[src/rtl/row_window_feeder.sv]
// row_window_feeder: scans a ROWS x WIDTH binary image held in a combinational ROM and
// presents one 3-row window (above/center/below) per image row over a valid/ready handshake.
// Optional macro BORDER_REPLICATE_EN: edge rows replicate the nearest image row instead of
// being padded with zeros. Timing and handshake are identical in both builds.
module row_window_feeder #(
  parameter int unsigned ROWS  = 128,
  parameter int unsigned WIDTH = 64,
  parameter int unsigned AW    = 7
) (
  input  logic             clk,
  input  logic             rst,
  input  logic             start,
  output logic [AW-1:0]    rom_addr,
  input  logic [WIDTH-1:0] rom_data,
  output logic [WIDTH-1:0] row_above,
  output logic [WIDTH-1:0] row_center,
  output logic [WIDTH-1:0] row_below,
  output logic [AW-1:0]    row_index,
  output logic             win_valid,
  input  logic             win_ready,
  output logic             busy,
  output logic             done
);

  typedef enum logic [2:0] {StIdle, StFill0, StFill1, StEmit, StDone} state_t;

  // rd_ptr carries one extra bit so the end-of-image compare cannot wrap when ROWS == 2**AW
  localparam logic [AW:0]   RowsP   = (AW + 1)'(ROWS);
  localparam logic [AW-1:0] LastRow = AW'(ROWS - 1);

  state_t          state;
  logic [AW:0]     rd_ptr;
  logic [WIDTH-1:0] pad_above;
  logic [WIDTH-1:0] pad_below;

`ifdef BORDER_REPLICATE_EN
  // Top edge replicates row 0 (read in FILL0); bottom edge keeps the last row in place
  assign pad_above = rom_data;
  assign pad_below = row_below;
`else
  assign pad_above = '0;
  assign pad_below = '0;
`endif

  // ROM address decode: follows rd_ptr while scanning, parked at 0 otherwise
  always_comb begin
    rom_addr = '0;
    if ((state == StFill0 || state == StFill1 || state == StEmit) && (rd_ptr < RowsP)) begin
      rom_addr = rd_ptr[AW-1:0];
    end
  end

  // Scan FSM with registered window outputs
  always_ff @(posedge clk or posedge rst) begin
    if (rst) begin
      state      <= StIdle;
      rd_ptr     <= '0;
      row_above  <= '0;
      row_center <= '0;
      row_below  <= '0;
      row_index  <= '0;
      win_valid  <= 1'b0;
      busy       <= 1'b0;
      done       <= 1'b0;
    end else begin
      done <= 1'b0;
      unique case (state)
        StIdle: begin
          if (start) begin
            state  <= StFill0;
            busy   <= 1'b1;
            rd_ptr <= '0;
          end
        end
        StFill0: begin
          row_center <= rom_data;
          row_above  <= pad_above;
          rd_ptr     <= (AW + 1)'(1);
          state      <= StFill1;
        end
        StFill1: begin
          row_below <= rom_data;
          rd_ptr    <= (AW + 1)'(2);
          row_index <= '0;
          win_valid <= 1'b1;
          state     <= StEmit;
        end
        StEmit: begin
          if (win_valid && win_ready) begin
            if (row_index == LastRow) begin
              win_valid <= 1'b0;
              done      <= 1'b1;
              state     <= StDone;
            end else begin
              row_above  <= row_center;
              row_center <= row_below;
              row_below  <= (rd_ptr < RowsP) ? rom_data : pad_below;
              row_index  <= row_index + AW'(1);
              rd_ptr     <= rd_ptr + (AW + 1)'(1);
            end
          end
        end
        StDone: begin
          busy  <= 1'b0;
          state <= StIdle;
        end
        default: state <= StIdle;
      endcase
    end
  end

endmodule
[config.mk]
export PLATFORM = sky130hd
export DESIGN_NAME = row_window_feeder
export DESIGN_NICKNAME = d
export VERILOG_FILES = /design/src/rtl/row_window_feeder.sv
export SDC_FILE = /design/constraint.sdc
export NUM_CORES = 1
export LEC_CHECK = 0
export CAP_MARGIN = 40
export CORE_MARGIN = 4
export CORE_UTILIZATION = 40
export CTS_CLUSTER_SIZE = 16
export DETAILED_ROUTE_END_ITERATION = 16
export GPL_TIMING_DRIVEN = 0
export PLACE_DENSITY = 0.69
export SETUP_SLACK_MARGIN = 0.1
export SLEW_MARGIN = 20
export SYNTH_ARGS = -nofsm -noshare
export SYNTH_HDL_FRONTEND = slang
export SYNTH_SLANG_ARGS = --single-unit
[constraint.sdc]
create_clock -name clk -period 11.2 [get_ports clk]
set_input_delay 1.68 -clock clk [delete_from_list [all_inputs] [get_ports clk]]
set_output_delay 1.68 -clock clk [all_outputs]
set_load 0.01 [all_outputs]
==> reports/metrics.yaml <==
drtIter0Drc: 457
fillers: 1963
dp_slack_ns: 7.41
ir_worst_vdd_v: 0.0000872
rrSetupSlack_ns: 8.93
arrival_ns: 2.33
synth_area_leaders: "dfrtp_1 (57%), nand2_1 (13%), mux2_4 (9.6%)"
grt_max_degree: 89
drtPass1Iterations: 5
cts_sinks: 213
yosysUniqueCellTypes: 42
nets: 1257
finalCritPeriodShare: 0.358
crit_slowest_cell: "clkdlybuf4s50_1"
r2r-start: "row_index[0]"
yosys_register_bits: 213
endpoint_kind: "primary output"
async_flop_share: 1.00
post_cts_buffers: 0
cts_tree: "done"
die_area_um2: 26000
avgSynthCellArea_um2: 10.6
finalMaxSlewViolations: 0
clkTransAtPathRegs_ns: 0.06
setup_slack_ns: 7.19
area_growth_pct: 42.4
outcome: "finished clean"
clock_path_buffers: 3
yosysWarnings: 0
syn-cell-area_um2: 9390
yosysMostFrequentCell: "nand2_1"
cp_top_family: "simple AND/OR/NAND/NOR gates"
hold_path.startpoint: "row_above[24]"
multi_input_area_um2: 3650
cp_num_cells: 5
dr_total_vias: 7576
clk_latency_ns: 0.51
die_h_um: 161
skew_ns: 0.00894
seq_area_um2: 5330
grt_pass1_wl_um: 44600
start_kind: "register"
setup_viol: 0
startpoint: "state[1]"
cts_resized: 0
ios: 277
initial_core_util: 0.411
critPathBufInv: 2
antenna_found_initial: 0
drc_errors: 0
cp_max_fo: 10
diodes: 0
crit_chain: "buf_4, nor2_1, nor3_1, and2_1, clkdlybuf4s50_1"
hpwl_um: 19900
yosys.area.top_type: "dfrtp_1"
cts_root_buf: "clkbuf_16"
hp-class: "reg2reg"
synth_edf_count: 0
max-slew-margin-rel: 0.597
power_leakage_nw: 5.94
numPortBuffers: 276
tns_ns: 0
total_power_mw: 1.57
p_per_area_nw_per_um2: 118
core_area_um2: 22800
rr_worst_depth: 6
h-tree-depth: 1
finalWirelength_um: 28100
drv_cap: 0
yosysSeqAreaShare: 0.568
fp-row-count: 55
min_period_ns: 4.01
hold_path_depth: 1
worst_pin_slew_ns: 0.604
hold_viol: 0
die_x_um: 161
worst_hold_slack_ns: 0.500
crit_required_ns: 9.52
drive_above_1_share: 0.130
gp_congestion: 0.774
critPathKind: "reg2out"
viasPerCell: 4.99
syn_inst: 883
synth_commonest_cells: "nand2_1 (330), dfrtp_1 (213), o21ai_0 (73), a22o_1 (66), mux2_4 (60)"
routedWlPerCell_um: 18.5
max_freq_mhz: 249
synth_nets: 953
synthFlopType: "dfrtp_1"
rsz0062_at_grt: "false"
drtAntennaViolNets: 0
synth.top_cell.area_share: 0.568
ctsHoldBuffers: 0
numCtsBuffers: 24
grt_pass1_vias: 7673
grt_overflow: 0
cpPeakStageDelay_ns: 0.54
grtUsageTotal: 0.213
[layer usage]
metal	vias up	track usage	share of wire
li1	3605	-	-
met1	3677	0.284	0.44
met2	235	0.342	0.46
met3	59	0.0536	0.070
met4	0	0.0679	0.033
met5	-	0	0
[cell type report]
type / instances / area share
sequential: 213 / 0.399
multi-input combinational: 604 / 0.273
timing repair buffer: 278 / 0.211
clock buffer: 37 / 0.0547
tap: 313 / 0.0293
buffer: 61 / 0.0291
clock inverter: 7 / 0.00262
inverter: 5 / 0.00197
[power by group]
part,switching [mW],leakage (nW),internal (mW),total (mW)
clock,0.312,0.386,0.447,0.760
sequential,0,2.62,0.770,0.770
combinational,0.0222,2.94,0.0232,0.0454
total,0.335,5.94,1.24,1.57
[logic make-up (layout without fill, tap and decap cells)]
| group | after synthesis | after routing | synth area share |
|---|---|---|---|
| buffers and inverters | 66 | 388 | 0.0435 |
| multiplexers | 66 | 66 | 0.103 |
| flip-flops | 213 | 213 | 0.568 |
| adder cells (fa/ha/maj) | 2 | 2 | 0.00267 |
| AND/OR/NAND/NOR | 368 | 368 | 0.157 |
| AO/OA/AOI/OAI | 168 | 168 | 0.126 |
[cell usage in the layout (no fill, tap or decap), types with 2 or more instances in the layout]
| master | n |
|---|---|
| nand2_1 | 330 |
| clkdlybuf4s50_1 | 276 |
| dfrtp_1 | 213 |
| o21ai_0 | 73 |
| a22o_1 | 66 |
| mux2_4 | 60 |
| clkbuf_16 | 25 |
| clkbuf_1 | 23 |
| buf_2 | 20 |
| buf_4 | 12 |
| buf_6 | 12 |
| a21oi_1 | 11 |
| clkinv_2 | 7 |
| and2_1 | 6 |
| clkbuf_8 | 6 |
| nor2_1 | 5 |
| mux2_2 | 5 |
| inv_1 | 4 |
| nor3_1 | 4 |
| nor4_1 | 4 |
| and3_1 | 4 |
| nand3_1 | 3 |
| o21a_1 | 3 |
| a31oi_1 | 3 |
| nand4_1 | 2 |
| nand2b_1 | 2 |
| a21o_1 | 2 |
| a41oi_1 | 2 |
| ha_1 | 2 |
| buf_16 | 2 |
[final timing paths]
kind | end
setup / recovery | rom_addr[0]
hold / removal | row_above[24]
setup reg to reg | row_center[5]
hold reg to reg | row_above[24]
max in group asynchronous | row_below[12]
min in group asynchronous | row_above[40]
[through the flow]
| stage | cells | utilization | area [um^2] |
|---|---|---|---|
| 5_1_grt | 1518 | 0.585 | 13400 |
| 4_1_cts | 1518 | 0.585 | 13400 |
| 2_1_floorplan | 883 | - | 9390 |
| 3_3_place_gp | 1472 | 0.549 | 12500 |
| 3_5_place_dp | 1474 | 0.552 | 12600 |
| 6_report | 1518 | 0.585 | 13400 |
[state kept, by name, indices dropped and copies added (netlist names)]
signal and flops:
row_above 64, row_below 64, row_center 64, rd_ptr 8
row_index 7, state 3, busy 1, done 1
win_valid 1
[worst register-to-register path, cell delays in order (launching register included)]
cell and delay [ns]:
dfrtp_1 0.42, ha_1 0.30, nand3_2 0.19, o21ai_4 0.11, a21oi_4 0.52, buf_6 0.29, mux2_4 0.32
No activity file was read; power rests on OpenSTA's default activity.
